$ cat config.mk
export PLATFORM = sky130hd
export DESIGN_NAME = mem_wb_skid_stage
export DESIGN_NICKNAME = d
export VERILOG_FILES = /design/src/rtl/mem_wb_skid_stage_pkg.sv /design/src/rtl/mem_wb_skid_stage_entry_reg.sv /design/src/rtl/mem_wb_skid_stage.sv
export SDC_FILE = /design/constraint.sdc
export NUM_CORES = 1
export LEC_CHECK = 0
export ABC_CLOCK_PERIOD_IN_PS = 3800
export BUFFER_PORTS_ARGS = -buffer_cell sky130_fd_sc_hd__buf_2
export CAP_MARGIN = 20
export CELL_PAD_IN_SITES_DETAIL_PLACEMENT = 0
export CELL_PAD_IN_SITES_GLOBAL_PLACEMENT = 1
export CORE_MARGIN = 5
export CORE_UTILIZATION = 44
export CTS_CLUSTER_SIZE = 28
export DETAILED_ROUTE_END_ITERATION = 16
export MAX_ROUTING_LAYER = met4
export PLACE_DENSITY_LB_ADDON = 0.1
export SETUP_SLACK_MARGIN = 0.1
export SKIP_CTS_REPAIR_TIMING = 1
export SYNTH_ARGS = -nofsm -noshare
export SYNTH_HDL_FRONTEND = slang
export SYNTH_HIERARCHICAL = 1
export SYNTH_SLANG_ARGS = --single-unit
$ cat constraint.sdc
create_clock -name clk -period 3.8 [get_ports clk]
set_input_delay 0.38 -clock clk [delete_from_list [all_inputs] [get_ports clk]]
set_output_delay 0.38 -clock clk [all_outputs]
set_load 0.005 [all_outputs]
$ cat src/rtl/mem_wb_skid_stage_pkg.sv
// Shared MEM/WB pipeline definitions: writeback control bundle, skid occupancy
// states and default datapath widths.
package mem_wb_skid_stage_pkg;

    localparam int DEF_WIDTH = 32;
    localparam int DEF_RA_W  = 4;

    typedef struct packed {
        logic pc_src;
        logic reg_write;
        logic mem_to_reg;
    } wb_ctrl_t;

    typedef enum logic [1:0] {
        EMPTY = 2'd0,
        ONE   = 2'd1,
        TWO   = 2'd2
    } skid_state_t;

endpackage

$ cat src/rtl/mem_wb_skid_stage_entry_reg.sv
// Enable-loaded register holding one complete MEM/WB entry; used for both the
// main (output) slot and the skid slot.
module mem_wb_entry_reg
    import mem_wb_skid_stage_pkg::*;
#(
    parameter int WIDTH = DEF_WIDTH,
    parameter int RA_W  = DEF_RA_W
) (
    input  logic             clk,
    input  logic             reset,
    input  logic             load,
    input  wb_ctrl_t         next_ctrl,
    input  logic [WIDTH-1:0] next_read_data,
    input  logic [WIDTH-1:0] next_alu_out,
    input  logic [RA_W-1:0]  next_wa3,
    output wb_ctrl_t         held_ctrl,
    output logic [WIDTH-1:0] held_read_data,
    output logic [WIDTH-1:0] held_alu_out,
    output logic [RA_W-1:0]  held_wa3
);

    always_ff @(posedge clk) begin
        if (reset) begin
            held_ctrl      <= '0;
            held_read_data <= '0;
            held_alu_out   <= '0;
            held_wa3       <= '0;
        end else if (load) begin
            held_ctrl      <= next_ctrl;
            held_read_data <= next_read_data;
            held_alu_out   <= next_alu_out;
            held_wa3       <= next_wa3;
        end
    end

endmodule

$ cat src/rtl/mem_wb_skid_stage.sv
// MEM->WB pipeline stage with valid/ready handshake, WB stall/flush, optional
// two-entry skid buffer and registered writeback result select.
module mem_wb_skid_stage
    import mem_wb_skid_stage_pkg::*;
#(
    parameter int WIDTH = DEF_WIDTH,
    parameter int RA_W  = DEF_RA_W,
    parameter int SKID  = 1
) (
    input  logic             clk,
    input  logic             reset,
    input  logic             ValidM,
    output logic             ReadyM,
    input  logic             FlushM,
    input  logic             StallW,
    input  logic             FlushW,
    input  logic             PCSrcM,
    input  logic             RegWriteM,
    input  logic             MemtoRegM,
    input  logic [WIDTH-1:0] ReadDataM,
    input  logic [WIDTH-1:0] ALUOutM,
    input  logic [RA_W-1:0]  WA3M,
    output logic             ValidW,
    output logic             PCSrcW,
    output logic             RegWriteW,
    output logic             MemtoRegW,
    output logic [WIDTH-1:0] ReadDataW,
    output logic [WIDTH-1:0] ALUOutW,
    output logic [RA_W-1:0]  WA3W,
    output logic [WIDTH-1:0] ResultW
);

    skid_state_t      state;
    logic             accept;
    logic             consume;
    logic             main_load;
    logic             skid_load;
    logic             main_from_skid;

    wb_ctrl_t         in_ctrl;
    wb_ctrl_t         main_ctrl;
    wb_ctrl_t         skid_ctrl;
    wb_ctrl_t         main_next_ctrl;
    logic [WIDTH-1:0] main_read_data;
    logic [WIDTH-1:0] main_alu_out;
    logic [WIDTH-1:0] skid_read_data;
    logic [WIDTH-1:0] skid_alu_out;
    logic [WIDTH-1:0] main_next_read_data;
    logic [WIDTH-1:0] main_next_alu_out;
    logic [RA_W-1:0]  main_wa3;
    logic [RA_W-1:0]  skid_wa3;
    logic [RA_W-1:0]  main_next_wa3;

    assign in_ctrl = {PCSrcM, RegWriteM, MemtoRegM};

    assign ValidW  = (state != EMPTY);
    assign accept  = ValidM & ReadyM & ~FlushM;
    assign consume = ValidW & ~StallW;

    // With a skid slot, ReadyM depends on occupancy only, so StallW never
    // reaches MEM combinationally.
    generate
        if (SKID != 0) begin : g_ready_skid
            assign ReadyM = (state != TWO);
        end else begin : g_ready_flat
            assign ReadyM = ~ValidW | ~StallW;
        end
    endgenerate

    always_ff @(posedge clk) begin
        if (reset) begin
            state <= EMPTY;
        end else if (FlushW) begin
            state <= EMPTY;
        end else begin
            case (state)
                EMPTY: if (accept) state <= ONE;
                ONE: begin
                    if (consume && !accept) state <= EMPTY;
                    else if (!consume && accept) state <= TWO;
                end
                TWO: if (consume) state <= ONE;
                default: state <= EMPTY;
            endcase
        end
    end

    // A flush suppresses every load so held data fields keep their old values.
    always_comb begin
        main_load      = 1'b0;
        skid_load      = 1'b0;
        main_from_skid = 1'b0;
        if (!FlushW) begin
            case (state)
                EMPTY: main_load = accept;
                ONE: begin
                    main_load = consume & accept;
                    skid_load = ~consume & accept;
                end
                TWO: begin
                    main_load      = consume;
                    main_from_skid = 1'b1;
                end
                default: ;
            endcase
        end
    end

    assign main_next_ctrl      = main_from_skid ? skid_ctrl      : in_ctrl;
    assign main_next_read_data = main_from_skid ? skid_read_data : ReadDataM;
    assign main_next_alu_out   = main_from_skid ? skid_alu_out   : ALUOutM;
    assign main_next_wa3       = main_from_skid ? skid_wa3       : WA3M;

    mem_wb_entry_reg #(
        .WIDTH(WIDTH),
        .RA_W (RA_W)
    ) u_main (
        .clk           (clk),
        .reset         (reset),
        .load          (main_load),
        .next_ctrl     (main_next_ctrl),
        .next_read_data(main_next_read_data),
        .next_alu_out  (main_next_alu_out),
        .next_wa3      (main_next_wa3),
        .held_ctrl     (main_ctrl),
        .held_read_data(main_read_data),
        .held_alu_out  (main_alu_out),
        .held_wa3      (main_wa3)
    );

    generate
        if (SKID != 0) begin : g_skid
            mem_wb_entry_reg #(
                .WIDTH(WIDTH),
                .RA_W (RA_W)
            ) u_skid (
                .clk           (clk),
                .reset         (reset),
                .load          (skid_load),
                .next_ctrl     (in_ctrl),
                .next_read_data(ReadDataM),
                .next_alu_out  (ALUOutM),
                .next_wa3      (WA3M),
                .held_ctrl     (skid_ctrl),
                .held_read_data(skid_read_data),
                .held_alu_out  (skid_alu_out),
                .held_wa3      (skid_wa3)
            );
        end else begin : g_no_skid
            assign skid_ctrl      = '0;
            assign skid_read_data = '0;
            assign skid_alu_out   = '0;
            assign skid_wa3       = '0;
        end
    endgenerate

    assign PCSrcW    = ValidW & main_ctrl.pc_src;
    assign RegWriteW = ValidW & main_ctrl.reg_write;
    assign MemtoRegW = main_ctrl.mem_to_reg;
    assign ReadDataW = main_read_data;
    assign ALUOutW   = main_alu_out;
    assign WA3W      = main_wa3;
    assign ResultW   = main_ctrl.mem_to_reg ? main_read_data : main_alu_out;

endmodule

-- Word-level counts from Yosys, hierarchy flattened
Cells that the tools add are included.
- bits in latches: 0
- bits in read-only memories: 0
- memories: 0
- register bits after elaboration: 144
- memory bits (writable): 0
- bits of input ports: 77
- divide/modulo/power cells: 0
- order comparisons: 0
- reductions and logical operators: 8
- equal/unequal tests: 6
- $add $sub $neg: 0
- shifts and indexed selects: 0
- $mul: 0
- mux-type cells: 16
- bitwise logic cells: 10
- operators by type and width (operator ; count):
    2-to-1 mux 32 bit ; 3
    2-to-1 mux 2 bit ; 4
    bitwise AND 1 bit ; 7
    inequality test 2 bit (second input constant) ; 3
    case mux 2 bit (3 select lines) ; 1
    2-to-1 mux 1 bit ; 5
    2-to-1 mux 4 bit ; 1
    2-to-1 mux 3 bit ; 1
    inequality test 3 bit (second input constant) ; 1
    inverter 1 bit ; 3
    case mux 1 bit (3 select lines) ; 1
    AND reduction 3 bit ; 1
    == test 2 x 1 -> 1 bit (second input constant) ; 1
    == test 2 bit (second input constant) ; 1
    logical AND 1 bit ; 2
    zero test 1 bit ; 2
    zero test 2 bit ; 1
    nonzero test 2 bit ; 1
    OR reduction 2 bit ; 1

-- Logic depth before layout (Yosys ltp)
- word-level depth: 7
- depth in mapped cells: 7
- gate-level depth less buffers: 5

-- Hierarchy
Netlist, hierarchy kept.
- by module, submodules not included (module ; cells each ; times used ; area an instance (µm²)):
    mem_wb_entry_reg ; 229 ; 2 ; 2546.2
    mem_wb_skid_stage ; 135 ; 1 ; 1552.7

-- Worst setup path before layout
OpenSTA, ideal clock, no wires.
- path type: input to register
- start: input port FlushM
- end: register u_main.held_alu_out[0]
- arrival: 1.625 ns
- buffers on the path: 2
- setup slack: 2.048 ns
- stages: 7
- cells stage by stage: nand2b_1 > or3_2 > a21oi_1 > buf_6 > buf_8 > mux2i_1 > nor2_1
- cells in the longest elaborated chain, start to end: 5
- ends and longest elaborated chain (what ; line ; text):
    start: declaration ; mem_wb_skid_stage.sv:14 ; input logic FlushM,
    inverter 1 bit * ; mem_wb_skid_stage.sv:57 ; assign accept = ValidM & ReadyM & ~FlushM;
    bitwise AND 1 bit * ; mem_wb_skid_stage.sv:57 ;
    bitwise AND 1 bit ; mem_wb_skid_stage.sv:97 ; main_load = consume & accept;
    case mux 1 bit (3 select lines) * ; mem_wb_skid_stage.sv:94 ; case (state)
    2-to-1 mux 1 bit * ; mem_wb_skid_stage.sv:93 ; if (!FlushW) begin
    net main_load ; mem_wb_skid_stage.sv:36 ; logic main_load;
    end signal: assignment ; mem_wb_skid_stage_entry_reg.sv:31 ; held_alu_out <= next_alu_out;
    end: declaration ; mem_wb_skid_stage_entry_reg.sv:18 ; output logic [WIDTH-1:0] held_alu_out,
The timed path passes the listed nets; every way through them passes the cells marked *.
A chain may end at the register's enable or synchronous reset.

-- Worst setup path after layout
- start: register u_main/held_ctrl[0] in the netlist's numbering
- end: output port ResultW[14]
- cells in the longest elaborated chain, start to end: 1
- ends and longest elaborated chain (what ; line ; text):
    start: declaration ; mem_wb_skid_stage_entry_reg.sv:16 ; output wb_ctrl_t held_ctrl,
    start signal: assignment ; mem_wb_skid_stage_entry_reg.sv:29 ; held_ctrl <= next_ctrl;
    2-to-1 mux 32 bit ; mem_wb_skid_stage.sv:163 ; assign ResultW = main_ctrl.mem_to_reg ? main_read_data : main_alu_out;
    end: declaration ; mem_wb_skid_stage.sv:30 ; output logic [WIDTH-1:0] ResultW
Every way passes these cells.

==> flow_summary.toml <==
[drt]
postRouteAntennaNets = 0
drt-wirelength-per-cell_um = 15.7
drt-pass1-iter-count = 4
drc_errors = 0
wl_um = 15100
vias = 4770
viasPerCell = 4.98
drt_iter0_drc = 202

[global_route]
grt_pass1_vias = 4927
grt_first_pass_wirelength_um = 24500
grt_remaining_overflow = 0
antenna_found_initial = 0
grt_max_degree = 111
grt_use_total_pct = 17.5

[cells_and_area]
final_common_cell = "buf_2"
nNetsFinal = 834
multiInputGateArea_mm2 = 0.00334
area_growth_pct = 23.1
fin_area_mm2 = 0.00818
final_util_pct = 54.4
antennaDiodeCount = 0
layout_common_cells = "buf_2, nor2_1, dfxtp_1, mux2i_1, mux2_2"
drive_above_1_share_pct = 43.0
fillers = 1373
regArea_mm2 = 0.00288

[cts]
cts_buffers = 17
clockBufferDepth = 2
cts_sinks = 144
cts_tree = "done"
htree_levels = 4
clock_latency_ps = 420
clock-root-buffer = "clkbuf_16"
clk_pin_slew_ps = 60

[die]
dieArea_mm2 = 0.0177
fp.coreArea_mm2 = 0.0150
die_h_um = 133
ioPinCount = 182
fp-row-count = 45
die_x_um = 133
start_util_pct = 44.2

[synth]
ys_seq_elements = 144
ys_types = 24
synthesis.area_mm2 = 0.00665
yosysSeqAreaShare_pct = 43.4
syn_nets = 670
yosys_warnings = 6
avgSynthCellArea_um2 = 11.2
syn_inst = 593

[critical_path]
crit_required_ps = 3420
critPathArrivalTime_ps = 1930
crit_fanout = 34
cpMaxStageDelayCell = "dfxtp_2"
crit_type = "reg2out"
cp_cell_sequence = "mux2_2, buf_2"
cp-end-kind = "output pin"
slowest_delay_ps = 950
startpoint_type = "register"

[timing]
maxSlewViolCount = 0
finalClockSkew_ps = 11.2
whs_ps = 211
tightestPinTransition_ps = 975
rsz0062_at_grt = "no"
slew-limit-headroom_pct = 34.6
fin_crit_ps = 2310
timing.fmax_mhz = 432
hold_viol = 0
min_period_over_period_pct = 60.9
setup_tns_ps = 0
setup_viol = 0

[placement]
dpl_cell_area_mm2 = 0.00747
port_buffers = 181
finalWeightedCongestion = 0.743
dp_hpwl_um = 10100

[pwr]
p_per_area_mw_per_mm2 = 463
leakage_nw = 3.49
peakVddDrop_mv = 0.262
power_mw = 3.79

[run_status]
status = "complete, no violations"

[worst_hold_path]
min_path_type = "in2reg"

[flow_run]
drv_cap = 0
-- path summary, 6_finish.rpt --
path	start	endpoint	slack (ps)	cells past startpoint
max	u_main/held_ctrl[0]	ResultW[14]	1490	2
max reg2reg	state[1]	u_main/held_alu_out[11]	1510	5
min reg2reg	g_skid.u_skid/held_read_data[28]	g_skid.u_skid/held_read_data[28]	490	2
min	PCSrcM	g_skid.u_skid/held_ctrl[2]	210	3
-- cell usage after synthesis --
cell type,count,share of area [%]
mux2i_1,142,21
mux2_4,20,4.5
nand2b_1,1,0.094
buf_8,19,4.3
nor3_1,1,0.075
a2111oi_0,1,0.13
a21oi_1,1,0.075
nand2_1,1,0.056
o32ai_1,1,0.13
nand2b_4,1,0.21
buf_12,2,0.60
nand3b_1,1,0.11
or3_2,2,0.23
nor2_1,143,8.1
a2bb2oi_1,1,0.13
clkbuf_1,15,0.85
nor2_8,1,0.30
mux2_2,84,14
clkbuf_2,2,0.15
inv_1,2,0.11
buf_6,2,0.34
nor2b_1,3,0.28
buf_2,3,0.23
dfxtp_1,144,43
-- routing by layer --
metal	vias to the layer above	GRT usage [%]	part of all wire, %
met4	0	5.77	1.4
met2	132	28.1	47
li1	2362	-	-
met3	17	4.22	5.4
met1	2259	21.8	46
met5	-	-	0
-- cell families (layout without fill, tap and decap cells) --
logic type,Yosys count,in the layout,share of synthesized area (%)
compound gates,4,4,0.471
simple gates,154,154,9.43
mux,246,246,40.1
buf+inv,45,222,6.57
flops,144,144,43.4
-- sequential cells by signal (all words and copies together), names as in the netlist, 3 cells and up --
name                          cells
u_main/held_ctrl                  3
g_skid.u_skid/held_wa3            4
g_skid.u_skid/held_ctrl           3
u_main/held_alu_out              32
u_main/held_wa3                   4
g_skid.u_skid/held_alu_out       32
g_skid.u_skid/held_read_data     32
u_main/held_read_data            32
-- layout make-up --
type	instances	area share [%]
multi-input combinational	404	40.8
clock buffer	23	6.21
clock inverter	9	2.14
inverter	2	0.0917
sequential	144	35.2
timing repair buffer	188	12.6
tap	188	2.87
-- critical path: cells and delay by family (launching register included) --
kind,cells,cell delay [ps]
multiplexers,1,430
flip-flops,1,950
buffers and inverters,1,130
-- through the flow --
stage	setup slack (ps)	instances
6_report	1490	958
5_1_grt	1380	958
4_1_cts	1410	957
3_5_place_dp	1300	925
3_3_place_gp	1340	925
2_1_floorplan	2050	593
-- where the power goes --
part	switching [mW]	internal, mW
sequential	0.0362	1.55
combinational	0.141	0.169
clock	0.622	1.27
Note: power is estimated with default switching activity, not from simulation.
